<file path="src/rtl/npu_out_pkg.sv">
// Shared types for the output job scheduler: FSM states, job descriptor
// layout, width constants and the groups clamp helper.
package npu_out_pkg;

    localparam int GROUPS_W      = 4;
    localparam int ADDR_W        = 13;
    localparam int JOB_DEPTH_DEF = 4;
    localparam int PTR_W         = $clog2(JOB_DEPTH_DEF);

    typedef enum logic [1:0] {
        IDLE,
        LOAD,
        RUN,
        DRAIN
    } state_t;

    typedef struct packed {
        logic [ADDR_W-1:0]   base_addr;
        logic [ADDR_W-1:0]   size;
        logic [GROUPS_W-1:0] groups;
    } desc_t;

    // A zero groups count would stall the engine, so it is stored as 1.
    function automatic logic [GROUPS_W-1:0] clamp_groups(
        input logic [GROUPS_W-1:0] g
    );
        return (g == '0) ? GROUPS_W'(1) : g;
    endfunction

endpackage

</file>
<file path="src/rtl/out_job_fifo.sv">
// Descriptor queue: synchronous FIFO with push/pop/flush and full/empty.
// Ports: clk, rst_n (async low), push, pop, flush, din, dout, full, empty.
module out_job_fifo
    import npu_out_pkg::*;
#(
    parameter int  DEPTH = JOB_DEPTH_DEF,
    parameter type T     = desc_t
) (
    input  logic clk,
    input  logic rst_n,
    input  logic push,
    input  logic pop,
    input  logic flush,
    input  T     din,
    output T     dout,
    output logic full,
    output logic empty
);
    localparam int PW = (DEPTH > 1) ? $clog2(DEPTH) : 1;

    T             mem [DEPTH];
    logic [PW-1:0] wr_ptr;
    logic [PW-1:0] rd_ptr;
    logic [PW:0]   count;
    logic          do_push;
    logic          do_pop;

    assign full    = (count == (PW+1)'(DEPTH));
    assign empty   = (count == '0);
    assign dout    = mem[rd_ptr];
    // No bypass: a full queue rejects a push even when popping.
    assign do_push = push && !full;
    assign do_pop  = pop && !empty;

    always_ff @(posedge clk) begin
        if (do_push && !flush) begin
            mem[wr_ptr] <= din;
        end
    end

    always_ff @(posedge clk or negedge rst_n) begin
        if (!rst_n) begin
            wr_ptr <= '0;
            rd_ptr <= '0;
            count  <= '0;
        end else if (flush) begin
            wr_ptr <= '0;
            rd_ptr <= '0;
            count  <= '0;
        end else begin
            if (do_push) begin
                wr_ptr <= wr_ptr + PW'(1);
            end
            if (do_pop) begin
                rd_ptr <= rd_ptr + PW'(1);
            end
            if (do_push && !do_pop) begin
                count <= count + (PW+1)'(1);
            end else if (do_pop && !do_push) begin
                count <= count - (PW+1)'(1);
            end
        end
    end

endmodule

</file>
<file path="src/rtl/output_job_scheduler.sv">
// Sequences output-streaming jobs for the AXI-stream output engine.
// Ports: job_* descriptor handshake in, abort, start_output/out_size/
// groups/base_addr to the engine, m_axis_* snooped, busy/job_done/
// beat_count/timeout_err status. Optional stall watchdog is enabled by
// defining OUTPUT_SCHED_TIMEOUT_EN.
module output_job_scheduler
    import npu_out_pkg::*;
#(
    parameter int MAX_ADDR_WIDTH = 13,
    parameter int JOB_DEPTH      = 4,
    parameter int GAP_CYCLES     = 2,
    parameter int BEAT_CNT_WIDTH = 16,
    parameter int TIMEOUT_CYCLES = 1024
) (
    input  logic                      m_axis_aclk,
    input  logic                      m_axis_aresetn,
    input  logic                      job_valid,
    output logic                      job_ready,
    input  logic [MAX_ADDR_WIDTH-1:0] job_base_addr,
    input  logic [MAX_ADDR_WIDTH-1:0] job_size,
    input  logic [GROUPS_W-1:0]       job_groups,
    input  logic                      abort,
    output logic                      start_output,
    output logic [MAX_ADDR_WIDTH-1:0] out_size,
    output logic [GROUPS_W-1:0]       groups,
    output logic [MAX_ADDR_WIDTH-1:0] base_addr,
    input  logic                      m_axis_tvalid,
    input  logic                      m_axis_tready,
    input  logic                      m_axis_tlast,
    output logic                      busy,
    output logic                      job_done,
    output logic [BEAT_CNT_WIDTH-1:0] beat_count,
    output logic                      timeout_err
);
    typedef struct packed {
        logic [MAX_ADDR_WIDTH-1:0] base_addr;
        logic [MAX_ADDR_WIDTH-1:0] size;
        logic [GROUPS_W-1:0]       groups;
    } job_t;

    localparam int GAP_W = (GAP_CYCLES > 1) ? $clog2(GAP_CYCLES) : 1;

    state_t           state;
    job_t             cur;
    job_t             din;
    job_t             head;
    logic             full;
    logic             empty;
    logic             push;
    logic             pop;
    logic             beat;
    logic             ready_en;
    logic [GAP_W-1:0] gap_cnt;

    // ready_en keeps job_ready low while reset is asserted.
    assign job_ready = ready_en && !full;
    assign push      = job_valid && job_ready && !abort;
    assign pop       = (state == IDLE) && !empty && !abort;
    assign beat      = m_axis_tvalid && m_axis_tready;
    assign busy      = (state != IDLE) || !empty;
    assign din       = '{
        base_addr: job_base_addr,
        size:      job_size,
        groups:    clamp_groups(job_groups)
    };

    out_job_fifo #(
        .DEPTH (JOB_DEPTH),
        .T     (job_t)
    ) u_fifo (
        .clk   (m_axis_aclk),
        .rst_n (m_axis_aresetn),
        .push  (push),
        .pop   (pop),
        .flush (abort),
        .din   (din),
        .dout  (head),
        .full  (full),
        .empty (empty)
    );

`ifdef OUTPUT_SCHED_TIMEOUT_EN
    localparam int STALL_W = (TIMEOUT_CYCLES > 1) ? $clog2(TIMEOUT_CYCLES) : 1;
    logic [STALL_W-1:0] stall_cnt;
`else
    assign timeout_err = 1'b0;
`endif

    always_ff @(posedge m_axis_aclk or negedge m_axis_aresetn) begin
        if (!m_axis_aresetn) begin
            state        <= IDLE;
            cur          <= '0;
            ready_en     <= 1'b0;
            gap_cnt      <= '0;
            start_output <= 1'b0;
            out_size     <= '0;
            groups       <= '0;
            base_addr    <= '0;
            job_done     <= 1'b0;
            beat_count   <= '0;
`ifdef OUTPUT_SCHED_TIMEOUT_EN
            stall_cnt    <= '0;
            timeout_err  <= 1'b0;
`endif
        end else begin
            ready_en <= 1'b1;
            job_done <= 1'b0;
            if (abort) begin
                state        <= DRAIN;
                start_output <= 1'b0;
                gap_cnt      <= '0;
            end else begin
                unique case (state)
                    IDLE: begin
                        if (!empty) begin
                            cur   <= head;
                            state <= LOAD;
                        end
                    end
                    LOAD: begin
                        out_size   <= cur.size;
                        groups     <= cur.groups;
                        base_addr  <= cur.base_addr;
                        beat_count <= '0;
                        gap_cnt    <= '0;
`ifdef OUTPUT_SCHED_TIMEOUT_EN
                        timeout_err <= 1'b0;
                        stall_cnt   <= '0;
`endif
                        if (cur.size == '0) begin
                            state    <= DRAIN;
                            job_done <= 1'b1;
                        end else begin
                            state        <= RUN;
                            start_output <= 1'b1;
                        end
                    end
                    RUN: begin
                        if (beat) begin
                            if (beat_count != '1) begin
                                beat_count <= beat_count + BEAT_CNT_WIDTH'(1);
                            end
`ifdef OUTPUT_SCHED_TIMEOUT_EN
                            stall_cnt <= '0;
`endif
                            if (m_axis_tlast) begin
                                state        <= DRAIN;
                                start_output <= 1'b0;
                                job_done     <= 1'b1;
                                gap_cnt      <= '0;
                            end
                        end
`ifdef OUTPUT_SCHED_TIMEOUT_EN
                        // Watchdog kills only the running job; queue is kept.
                        else if (stall_cnt == STALL_W'(TIMEOUT_CYCLES - 1)) begin
                            timeout_err  <= 1'b1;
                            state        <= DRAIN;
                            start_output <= 1'b0;
                            gap_cnt      <= '0;
                        end else begin
                            stall_cnt <= stall_cnt + STALL_W'(1);
                        end
`endif
                    end
                    DRAIN: begin
                        if (gap_cnt == GAP_W'(GAP_CYCLES - 1)) begin
                            state <= IDLE;
                        end else begin
                            gap_cnt <= gap_cnt + GAP_W'(1);
                        end
                    end
                endcase
            end
        end
    end

endmodule

</file>
<file path="config.mk">
export PLATFORM = sky130hd
export DESIGN_NAME = output_job_scheduler
export DESIGN_NICKNAME = d
export VERILOG_FILES = /design/src/rtl/npu_out_pkg.sv /design/src/rtl/out_job_fifo.sv /design/src/rtl/output_job_scheduler.sv
export SDC_FILE = /design/constraint.sdc
export NUM_CORES = 1
export LEC_CHECK = 0
export BUFFER_PORTS_ARGS = -buffer_cell sky130_fd_sc_hd__buf_2
export CORE_MARGIN = 8
export CORE_UTILIZATION = 46
export DETAILED_ROUTE_END_ITERATION = 8
export PLACE_DENSITY = 0.68
export SYNTH_ARGS = -nofsm -noshare
export SYNTH_HDL_FRONTEND = slang
export SYNTH_SLANG_ARGS = --single-unit
</file>
<file path="constraint.sdc">
create_clock -name m_axis_aclk -period 1.97 [get_ports m_axis_aclk]
set_clock_uncertainty 0.1 [all_clocks]
set_input_delay 0.591 -clock m_axis_aclk [delete_from_list [all_inputs] [get_ports m_axis_aclk]]
set_output_delay 0.591 -clock m_axis_aclk [all_outputs]
set_load 0.02 [all_outputs]
</file>
* After elaboration in Yosys (flattened, before gate mapping) *
Memories as Yosys holds them, arrays and structs flattened. A register that Yosys moved wholly into a read port is not among the register bits.
Index checks and enable logic that the tools add are counted.

storage, ports and cells
  flip-flop bits (word level) = 59
  bits in writable memories = 120
  bits of input ports = 37
  output and inout port bits = 51
  word-level logic and storage cells = 101
  memories = 1

operators by class
  add/subtract/negate cells = 6
  equal/unequal tests = 12
  mux-type cells = 33
  bitwise logic cells = 2
  reductions and logical operators = 35

memory list
  name        words  width  read ports  clocked after Yosys merged registers in  write ports  RTL line            text
  u_fifo.mem  4      30     1           1                                        1            out_job_fifo.sv:21  T mem [DEPTH];

operators with widths
  operator                                       count
  two-way mux 16 bit                             2
  one-hot mux 16 bit (2 select lines)            1
  two-way mux 2 bit                              9
  adder 16 x 1 -> 16 bit, second input constant  1
  inequality test 16 bit, second input constant  1
  inequality test 3 bit, second input constant   5
  zero test 13 bit                               1
  two-way mux 1 bit                              13
  AND reduction 4 bit                            3
  logical AND 1 bit                              11
  two-way mux 3 bit                              3
  one-hot mux 2 bit (4 select lines)             1
  nonzero test 2 bit                             4
  zero test 1 bit                                6
  AND reduction 3 bit                            2
  nonzero test 3 bit                             2
  adder 2 x 1 -> 2 bit, second input constant    2
  equality test 2 bit, second input constant     2
  zero test 4 bit                                1
  two-way mux 4 bit                              1
  inequality test 2 bit, second input constant   2
  one-hot mux 1 bit (2 select lines)             2
  nonzero test 4 bit                             1
  adder 3 x 1 -> 3 bit, second input constant    1
  other kinds (10)                               11

* Longest topological paths before layout *
Gate-level depths: netlist (run 1).

  word-level depth = 11
  gate-level depth with buffers = 9
  gate-level depth less buffers = 8

* By module *
Synthesis (run 1) repeated with hierarchy kept, for this count alone.

unflattened totals
  cell total of the unflattened synthesis = 516
  area, all modules = 8584.5 um2

modules (own cells, without submodules)
  module                times used  cells an instance  area each (um2)  sequential area each (um2)
  out_job_fifo          1           218                4888.4           3778.6
  output_job_scheduler  1           298                3696.0           2052.0

* Least setup slack after synthesis (run 1) *
Ideal clock, no wire load.

  path type = input to register
  start = input port job_valid
  end = memory u_fifo.mem[0][0] in the netlist's numbering (enable)
  library setup time = 0.390 ns
  data arrival time = 1.726 ns
  data required time = 1.480 ns
  path slack = -0.245 ns
  stages = 3
  path buffers = 0
  cell sequence = o311ai_2 > nor2_1 > and2_1

on the way
  word-level cells in the longest chain between the ends = 6

RTL lines
  element                                  RTL line                    text
  from (decl)                              output_job_scheduler.sv:17  input logic job_valid,
  logical AND 1 bit (2 in series)          output_job_scheduler.sv:57  assign push = job_valid && job_ready && !abort;
  logical AND 1 bit                        out_job_fifo.sv:32          assign do_push = push && !full;
  logical AND 1 bit                        out_job_fifo.sv:36          if (do_push && !flush) begin
  two-way mux 1 bit                        out_job_fifo.sv:36
  two-way mux 1 bit (not written as such)  out_job_fifo.sv:37          mem[wr_ptr] <= din;
  to (decl)                                out_job_fifo.sv:21

No other way between the ends.

* Worst setup path in the final report (run 1) *
  start = register u_fifo.count[1]
  end = output port busy

on the way
  word-level cells in the longest chain between the ends = 3

RTL lines
  element                 RTL line                    text
  from (decl)             out_job_fifo.sv:24          logic [PW:0] count;
  from (signal assigned)  out_job_fifo.sv:58          count <= count + (PW+1)'(1);
  from (signal assigned)  out_job_fifo.sv:60          count <= count - (PW+1)'(1);
  zero test 3 bit         out_job_fifo.sv:29          assign empty = (count == '0);
  zero test 1 bit         output_job_scheduler.sv:60  assign busy = (state != IDLE) || !empty;
  logical OR 1 bit        output_job_scheduler.sv:60
  to (decl)               output_job_scheduler.sv:30  output logic busy,

No other way between the ends.

==> metrics, run 1 <==
Post-synth EDFFs=120; CP bufs+invs=2; worst setup margin=-0.1467 ns; fmax=472.4 MHz; Peak supply drop=0.9055 mV; Vias/cell=5.399; Longest Clk Path Bufs=3; Worst-Skew Late Latency=0.49 ns; CTS Buf Count=22; vias in the first global route=5222; total track usage=0.1575; Design Area, Final=10660 µm²; placed cells=820; Final HPWL DP=11020 µm; Layout area overhead=28.10%; clock slew at reported path FFs=0.06 ns; initial drt markers=227; Pwr Total=0.01235 W; Synth Instances=483; drt first pass iters=5; failing checks=negative setup slack; DR WL/cell=19.97 µm; Worst path slowest cell=dfrtp_2; utilization after layout=0.5976; Critical Path End Type=output port; Core ar.=17840 µm²; Antenna Nets Post-Route=0; row count=49; Setup WS pre-CTS=-0.05566 ns; Max Cap Viol=0; CP Max Fanout=3; largest net degree at the start of global routing=48; Slew Limit Fails=0; port bufs=86; post-synthesis sequential element count=209; worst path cell trace=nor3_4, buf_6, nand2_4, buf_6; Post-DP Area=9529 µm²; Cell Area, Synth=8323 µm²; critical path's largest stage delay=0.43 ns; final worst path period need=2.117 ns; register area share after synthesis=0.7005; Pwr Density=1158 nW/µm²; Top cell by count, worst path=buf_6; Die Footprint=22650 µm²; CTS H-tree depth=1; chip height=150.5 µm; Yosys cell types=54; Non-Filler Instances=878; clk sink count=209; Synth Flop Type=edfxtp_1; Residual DRC=0; Die X=150.5 µm; final WL=17530 µm; initial antenna violation count=1; Final setup viols=12; Fin. Hold Viols=0; TritonCTS clock tree=yes; most frequent cells in the layout=120 x edfxtp_1, 83 x dfrtp_1, 83 x buf_2; RSZ-0062 raised after global routing=yes; global-route wire length before repair=27880 µm; outcome=finished with violations; Hold Path Class=in2reg; Boundary Pins=88; layout cell share with drive strength beyond 1=0.5085; async set-reset flop share out of synthesis=0.4258; total leakage power=4.266 nW; CP delay by family, top=flip-flops; n_diodes=0; routability cong.=0.8369; Ys Warns=0; fin nets=681; Tcrit/Tclk final=1.074; WP data required=1.28 ns; Mean Syn Cell Area=17.23 µm²; Vias=4740; Startpoint Class=flop; total grt overflow=0; Critical Path AT=1.43 ns; Root Buffer=clkbuf_16; commonest non-fill, non-tap cell in the layout=edfxtp_1; crit path kind=reg2out; syn_nets=531; Initial Util=0.4665
-- metal layers --
layer / GRT usage / vias up / routed length [µm]
met5: 0 / - / 8
met4: 0.03848 / 2 / 276
met3: 0.03787 / 29 / 1010
met2: 0.2774 / 96 / 9118
met1: 0.1914 / 2472 / 7118
li1: - / 2141 / -
-- metrics by stage --
stage                     hold slack [ns]   TNS, ns
after detailed placement           0.3417   -0.1382
after CTS                          0.1928   -0.6278
after global routing               0.1867    -1.765
after floorplan                    0.1954   -0.1842
after global placement             0.3374  -0.03746
final                              0.2076    -1.008
-- cell usage after synthesis (7+ instances only) --
cell / count / area share
a21oi_1: 10 / 0.0060
nor3_1: 7 / 0.0042
nand3_1: 8 / 0.0048
mux2_2: 60 / 0.081
ha_1: 10 / 0.015
mux4_2: 30 / 0.081
nand2_1: 15 / 0.0068
nor2_1: 18 / 0.0081
inv_1: 11 / 0.0050
clkbuf_1: 11 / 0.0050
edfxtp_1: 120 / 0.43
o21ai_0: 8 / 0.0048
dfrtp_1: 89 / 0.27
-- worst register-to-register path: cells and delay by family, from the launching register on --
family | cells | cell delay [ns]
compound gates | 3 | 0.56
flops | 1 | 0.40
fa+ha+maj | 1 | 0.19
buf+inv | 1 | 0.16
simple gates | 2 | 0.63
-- layout make-up --
| type | instances | area [µm²] |
|---|---|---|
| fillers | 1323 | 7179 |
| flip-flops and latches | 209 | 5838 |
| multi-input cells | 240 | 2625 |
| repair buffers | 149 | 1149 |
| clock buffers | 28 | 624.3 |
| well taps | 229 | 286.5 |
| clock inverters | 12 | 97.59 |
| inverters | 11 | 41.29 |
-- cell families after synthesis --
kind of cell,count (synthesis),share of synthesized area
flops,209,0.7005
fa+ha+maj,11,0.01744
mux,91,0.1636
buf+inv,34,0.01849
other cells,2,0.0009023
compound gates,40,0.03278
xor+xnor,9,0.009470
simple gates,87,0.05682
-- sequential cells by signal (all words and copies together), names as in the netlist --
name           count
cur               30
u_fifo.wr_ptr      2
beat_count        16
u_fifo.rd_ptr      2
u_fifo.count       3
gap_cnt            1
u_fifo.mem       120
out_size          13
base_addr         13
ready_en           1
job_done           1
start_output       1
state              2
groups             4
-- where the power goes --
group	internal [W]	switching [W]	leakage, nW
clock	0.00238	0.00164	0.345
combinational	0.00134	0.00134	1.67
sequential	0.00525	0.000387	2.26
-- repair_timing --
item	in CTS	in global routing
resized for setup	24	43
setup endpoints to repair	15	62
endpoints found under the hold margin	8	0
setup buffers	11	6
pin swaps	7	15
hold buffers	1	0
-- worst paths after layout --
| check | startpoint | endpoint | slack (ns) | depth (start not counted) |
|---|---|---|---|---|
| max in group asynchronous | m_axis_aresetn | u_fifo.rd_ptr[0] | 0.86 | 3 |
| setup / recovery | u_fifo.count[1] | busy | -0.15 | 4 |
| setup reg to reg | state[1] | beat_count[7] | -0.12 | 7 |
| min in group asynchronous | m_axis_aresetn | beat_count[9] | 0.38 | 2 |
| hold reg to reg | base_addr[10] | base_addr[10] | 0.40 | 1 |
| hold / removal | job_base_addr[9] | u_fifo.mem[2][26] | 0.21 | 1 |
No activity file was read; power rests on OpenSTA's default activity.
==> run 2, diff against run 1 <==
--- a/config.mk
+++ b/config.mk
@@ -9,7 +9,8 @@
 export CORE_MARGIN = 8
 export CORE_UTILIZATION = 46
 export DETAILED_ROUTE_END_ITERATION = 8
-export PLACE_DENSITY = 0.68
+export PLACE_DENSITY = 0.66
 export SYNTH_ARGS = -nofsm -noshare
 export SYNTH_HDL_FRONTEND = slang
+export SYNTH_HIERARCHICAL = 1
 export SYNTH_SLANG_ARGS = --single-unit
==> constraint.sdc (replaced) <==
create_clock -name m_axis_aclk -period 2.6 [get_ports m_axis_aclk]
set_clock_uncertainty 0.1 [all_clocks]
set_input_delay 0.78 -clock m_axis_aclk [delete_from_list [all_inputs] [get_ports m_axis_aclk]]
set_output_delay 0.78 -clock m_axis_aclk [all_outputs]
set_load 0.02 [all_outputs]
==> run 2 against run 1 <==
Effect of this change:
- the flow now finishes without violations
- area after synthesis increased by 3.1%
- sequential share of layout area increased by 1.8 points
- worst hold slack improved by 0.016 ns
- register-to-register slack improved by 0.26 ns
- core utilization decreased by 4.1 points
- count of clock-buffer cells in the layout decreased by 1
- cell area decreased by 3.3%
- wire length increased by 0.34%
- via count increased by 3.1%
- power decreased by 29%
- die area increased by 2.8%
- largest cell class unchanged
==> metrics, run 2 <==
Ys Warns=6 (was 0); fin nets=676 (was 681); initial drt markers=257 (was 227); drt first pass iters=4 (was 5); clk sink count=209 (unchanged); post-synthesis sequential element count=209 (unchanged); syn_nets=563 (was 531); fmax=401.5 MHz; Worst path slowest cell=dfrtp_1 (was dfrtp_2); Cell Area, Synth=8584 µm² (was 8323 µm²); global-route wire length before repair=28290 µm (was 27880 µm); WHS=0.2234 ns (was 0.2076 ns); Worst R2R End=u_fifo/count[2] (was beat_count[7]); Die Footprint=23290 µm² (was 22650 µm²); commonest non-fill, non-tap cell in the layout=edfxtp_1 (unchanged); critical path's largest stage delay=0.38 ns (was 0.43 ns); CTS Buf Count=23 (was 22); commonest cells in the netlist=120 x edfxtp_1, 89 x dfrtp_1, 60 x mux2_2 (unchanged); initial antenna violation count=0 (was 1); layout cell share with drive strength beyond 1=0.4180 (was 0.5085); most frequent cells in the layout=120 x edfxtp_1, 87 x dfrtp_1, 85 x buf_2 (was 120 x edfxtp_1, 83 x dfrtp_1, 83 x buf_2); Antenna Nets Post-Route=0 (unchanged); Critical Path AT=1.61 ns (was 1.43 ns); DR WL/cell=19.99 µm (was 19.97 µm); Critical Path End Type=output port (unchanged); final worst path period need=2.491 ns; crit path kind=reg2out (unchanged); cell with the most instances after synthesis=edfxtp_1 (unchanged); flop2flop setup slack=0.14 ns (was -0.12 ns); Layout area overhead=20.14% (was 28.10%); Tcrit/Tclk final=0.9580; register area share after synthesis=0.6792 (was 0.7005); vias in the first global route=5292 (was 5222); Yosys top cell area share=0.4198 (was 0.4330); total grt overflow=0 (unchanged); largest cells by area after synthesis=edfxtp_1 42%, dfrtp_1 26%, mux2_2 7.9% (was edfxtp_1 43%, dfrtp_1 27%, mux2_2 8.1%); WP data required=1.72 ns (was 1.28 ns); CTS H-tree depth=1 (unchanged); Longest Clk Path Bufs=3 (unchanged); Initial Util=0.4636 (was 0.4665); Worst-Skew Late Latency=0.51 ns (was 0.49 ns); final WL=17590 µm (was 17530 µm); Peak supply drop=0.6604 mV (was 0.9055 mV); Hold Buf Count CTS=0 (was 1); R2R cell count=10 (was 7); Slew @ Worst Pin=0.5020 ns; Slew Limit Fails=0 (unchanged); routability cong.=0.8608 (was 0.8369); total track usage=0.1503 (was 0.1575); Root Buffer=clkbuf_16 (unchanged); Synth Instances=516 (was 483); Boundary Pins=88 (unchanged); CP endpoint=busy (unchanged); port bufs=86 (unchanged); Residual DRC=0 (unchanged); Core ar.=18520 µm² (was 17840 µm²); outcome=completed (was finished with violations); Synth area leader=edfxtp_1 (unchanged); Fin Setup TNS=0 ns (was -1.008 ns); Die X=152.6 µm (was 150.5 µm); Vias/cell=5.552 (was 5.399); largest reg by FF count=u_fifo/mem (was u_fifo.mem); crit path launch=u_fifo/count[1] (was u_fifo.count[1]); Fin. Hold Viols=0 (unchanged); total leakage power=4.182 nW (was 4.266 nW); Vias=4886 (was 4740); CP Max Fanout=7 (was 3); Final setup viols=0 (was 12); Pwr Density=855.2 nW/µm² (was 1158 nW/µm²); largest net degree at the start of global routing=90 (was 48); Final HPWL DP=11560 µm (was 11020 µm); TritonCTS clock tree=yes (unchanged); Startpoint Class=flop (unchanged); fill cell count=1510 (was 1323); Top cell by count, worst path=buf_4 (was buf_6); CP bufs+invs=3 (was 2); Largest regs=u_fifo/mem x120, cur x30, beat_count x16 (was u_fifo.mem x120, cur x30, beat_count x16); WP depth=5 (was 4); Max Cap Viol=0 (unchanged); Yosys cell types=68 (was 54); async set-reset flop share out of synthesis=0.4258 (unchanged); clock slew at reported path FFs=0.06 ns (about the same); row count=50 (was 49); Relative slew margins=0.6653; Hold Path Class=in2async (was in2reg); n_diodes=0 (unchanged); Mean Syn Cell Area=16.64 µm² (was 17.23 µm²); chip height=152.6 µm (was 150.5 µm); origin of the critical flop-to-flop path=u_fifo/count[1] (was state[1]); worst path cell trace=buf_4, nor3_1, buf_4, nand2_1, buf_2 (was nor3_4, buf_6, nand2_4, buf_6); Synth Flop Type=edfxtp_1 (unchanged); CP delay by family, top=buffers and inverters (was flip-flops); RSZ-0062 raised after global routing=no (was yes); Post-synth EDFFs=120 (unchanged); max reg flops=120 (unchanged)
run 2: cell count changes after synthesis, sizes merged, moves of 5 or more:
cell	before	now
a221oi	0	6
a31oi	1	7
buf	12	19
xnor2	5	0
run 2: worst min path at each step:
stage                         startpoint              to  slack (ns)  cells after the start
after floorplan           m_axis_aresetn    base_addr[0]        0.38                      0
after global placement    beat_count[11]  beat_count[11]        0.38                      1
after detailed placement       groups[2]       groups[2]        0.39                      1
after CTS                 m_axis_aresetn          cur[0]        0.23                      2
after global routing      m_axis_aresetn          cur[0]        0.26                      2
final                     m_axis_aresetn    base_addr[4]        0.22                      2
run 2: metrics by stage:
step	area, µm²	setup slack (ns)	utilization	total power (W)	std cells
5_1_grt	10310	0.01412	0.5570	0.009221	880
6_report	10310	0.1092	0.5570	0.008820	880
3_3_place_gp	9515	0.03209	0.5139	0.005510	838
4_1_cts	10300	0.07522	0.5564	0.008942	880
3_5_place_dp	9515	-0.01063	0.5139	0.005571	838
2_1_floorplan	8645	-0.2096	-	0.005017	516
run 2: cell type report:
class,count,area (µm²),area share
Clock inverter,15,196.4,0.01905
Sequential cell,209,5833,0.5656
Inverter,16,61.31,0.005944
Tap cell,234,292.8,0.02839
Clock buffer,27,590.6,0.05726
Multi-Input combinational cell,263,2581,0.2503
Timing Repair Buffer,116,758.2,0.07352
run 2: cells by family after synthesis:
| group | share of synthesized area |
|---|---|
| simple gates | 0.06603 |
| buf+inv | 0.02580 |
| flops | 0.6792 |
| fa+ha+maj | 0.01545 |
| xor+xnor | 0.002041 |
| mux | 0.1659 |
| compound gates | 0.04475 |
| other cells | 0.0008748 |
run 2: report_power, final:
part	internal (W)	total, W	switching (W)
clock	0.00204	0.00333	0.00129
combinational	0.000599	0.00138	0.000777
sequential	0.00387	0.00412	0.000251
total	0.00651	0.00882	0.00231
run 2: worst reg2reg max path, stage by stage, from the launching register on:
cell      delay (ns)
dfrtp_1         0.38
or3b_4          0.43
clkinv_2        0.07
nor2b_2         0.04
and3b_1         0.19
inv_1           0.08
nor3_2          0.06
fa_2            0.40
a21bo_2         0.21
a311oi_2        0.25
o311a_1         0.20
run 2: repair_timing:
action / CTS / global route
endpoints found under the hold margin: 0 / 0
gates resized for setup: 0 / 3
endpoints found under the setup margin: 0 / 1
buffers inserted: 0 / 0
run 2: per-layer routing:
layer,track usage,wire [µm],share of wire
met5,0,0,0
met3,0.03545,942,0.054
met1,0.1884,7544,0.43
met2,0.2578,8796,0.50
met4,0.03817,308,0.018
==> run 3, diff against run 2 <==
--- a/config.mk
+++ b/config.mk
@@ -9,7 +9,8 @@
 export CORE_MARGIN = 8
 export CORE_UTILIZATION = 46
 export DETAILED_ROUTE_END_ITERATION = 8
-export PLACE_DENSITY = 0.66
+export GPL_TIMING_DRIVEN = 1
+export PLACE_DENSITY_LB_ADDON = 0.05
 export SYNTH_ARGS = -nofsm -noshare
 export SYNTH_HDL_FRONTEND = slang
 export SYNTH_HIERARCHICAL = 1
==> run 3 against run 2 <==
Effect of this change:
- sequential cell count unchanged
- sequential power about the same
- worst hold slack got worse by 0.13 ns
- core utilization decreased by 0.16 points
- worst setup slack improved by 0.0016 ns
- largest power group unchanged
==> metrics, run 3 (synthesized netlist as in run 2, its figures left out) <==
largest net degree at the start of global routing=33 (was 90); Internal=0.006227 W (was 0.006505 W); Slew Limit Fails=0 (unchanged); TritonCTS clock tree=yes (unchanged); worst path cell trace=or3b_4, clkinv_2, nor2b_2, and3b_1, inv_1, nor3_2, fa_2, a21bo_2, a311oi_1, o311a_1 (was buf_4, nor3_1, buf_4, nand2_1, buf_2); port bufs=86 (unchanged); R2R cell count=10 (unchanged); DR WL/cell=19.95 µm (was 19.99 µm); vias in the first global route=5277 (was 5292); Antenna Nets Post-Route=0 (unchanged); CTS Buf Count=23 (unchanged); worst setup margin=0.1108 ns (was 0.1092 ns); Sw Share=0.2687 (was 0.2625); Comb pwr share=0.159 (was 0.156); most frequent cells in the layout=120 x edfxtp_1, 88 x dfrtp_1, 85 x buf_2 (was 120 x edfxtp_1, 87 x dfrtp_1, 85 x buf_2); Worst path slowest cell=or3b_4 (was dfrtp_1); Root Buffer=clkbuf_16 (unchanged); total leakage power=4.153 nW (was 4.182 nW); Vias=4867 (was 4886); Hold Buf Count CTS=0 (unchanged); Pwr Density=828.0 nW/µm² (was 855.2 nW/µm²); Largest regs=u_fifo/mem x120, cur x30, beat_count x16 (unchanged); total track usage=0.1533 (was 0.1503); Worst-Skew Late Latency=0.50 ns (was 0.51 ns); WP data required=2.94 ns (was 1.72 ns); Hold Path Class=in2async (unchanged); Flop pwr share=0.484 (was 0.467); Setup WS pre-CTS=-0.02318 ns (was -0.01063 ns); n_diodes=0 (unchanged); Final HPWL DP=11490 µm (was 11560 µm); Die Footprint=23290 µm² (unchanged); final worst path period need=2.489 ns (was 2.491 ns); crit path kind=reg2reg (was reg2out); critical path's largest stage delay=0.43 ns (was 0.38 ns); routability cong.=0.7942 (was 0.8608); max reg flops=120 (unchanged); CP Max Fanout=5 (was 7); Non-Filler Instances=881 (was 880); Psw=0.002288 W (was 0.002315 W); Boundary Pins=88 (unchanged); Final setup viols=0 (unchanged); Vias/cell=5.524 (was 5.552); total grt overflow=0 (unchanged); Clk pwr share=0.357 (was 0.377); utilization after layout=0.5554 (was 0.5570); Residual DRC=0 (unchanged); outcome=completed (unchanged); final WL=17580 µm (was 17590 µm); RSZ-0062 raised after global routing=no (unchanged); Startpoint Class=flop (unchanged); row count=50 (unchanged); Peak supply drop=0.6022 mV (was 0.6604 mV); Critical Path End Type=flop (was output port); commonest non-fill, non-tap cell in the layout=edfxtp_1 (unchanged); clock slew at reported path FFs=0.06 ns (about the same); Fin. Hold Viols=0 (unchanged); drt first pass iters=4 (unchanged); clk sink count=209 (unchanged); Layout area overhead=19.81% (was 20.14%); initial antenna violation count=1 (was 0); initial drt markers=237 (was 257); Max Cap Viol=0 (unchanged); Critical Path AT=2.83 ns (was 1.61 ns); fin nets=678 (was 676); fmax=401.7 MHz (was 401.5 MHz); Die X=152.6 µm (unchanged); placed cells=840 (was 838); Longest Clk Path Bufs=3 (unchanged); Tcrit/Tclk final=0.9574 (was 0.9580); CTS H-tree depth=1 (unchanged); Core ar.=18520 µm² (unchanged); largest reg by FF count=u_fifo/mem (unchanged); global-route wire length before repair=28890 µm (was 28290 µm); layout cell share with drive strength beyond 1=0.4189 (was 0.4180); Initial Util=0.4636 (unchanged); chip height=152.6 µm (unchanged)
## run 3: power by group through the flow
stage                     clock network (W)  registers, W  logic, W
after global routing                0.00328       0.00418   0.00149
after detailed placement                  0       0.00419   0.00137
after global placement                    0       0.00417   0.00135
after CTS                           0.00314       0.00413   0.00137
final                               0.00304       0.00412   0.00135
after floorplan                           0       0.00431  0.000703
## run 3: timing repair
item,4_1_cts,5_1_grt
setup buffers,0,0
resized for setup,0,4
hold endpoints to repair,0,0
setup endpoints to repair,0,2
## run 3: area by class of cell
cell class                      count  area, µm²
Timing Repair Buffer              118      802.0
Clock inverter                     13      112.6
Fill cell                        1482       8233
Multi-Input combinational cell    263       2580
Tap cell                          234      292.8
Sequential cell                   209       5832
Clock buffer                       28      604.3
Inverter                           16      61.31
## run 3: path summary, 6_finish.rpt
kind / from / endpoint / slack [ns]
min in group m_axis_aclk: job_base_addr[0] / u_fifo/mem[2][17] / 0.39
worst max-delay path: u_fifo/count[1] / u_fifo/count[2] / 0.11
worst max register to register: u_fifo/count[1] / u_fifo/count[2] / 0.11
max in group asynchronous: m_axis_aresetn / groups[0] / 1.69
worst min-delay path: m_axis_aresetn / base_addr[6] / 0.09
worst min register to register: cur[23] / base_addr[6] / 0.40
## run 3: metrics by stage
stage	setup TNS (ns)	total power, W	cell area (µm²)	hold slack, ns
after floorplan	-0.2871	0.005017	8645	0.3766
after global placement	0	0.005518	9554	0.3809
after detailed placement	-0.02318	0.005565	9554	0.3884
after CTS	0	0.008640	10270	0.09854
after global routing	0	0.008948	10280	0.1053
final	0	0.008516	10280	0.09492
## run 3: critical path: cells and delay by family (launching register included)
kind                     cells  cell delay [ns]
AO/OA/AOI/OAI                3             0.70
flip-flops                   1             0.38
AND/OR/NAND/NOR              4             0.72
adder cells (fa/ha/maj)      1             0.39
buffers and inverters        2             0.16
## run 3: routing by layer
layer	wire (µm)	vias up	track usage
met4	284	2	0.03440
met3	901	24	0.03347
met2	8850	119	0.2638
met5	13	-	0
li1	-	2227	-
met1	7524	2495	0.1951
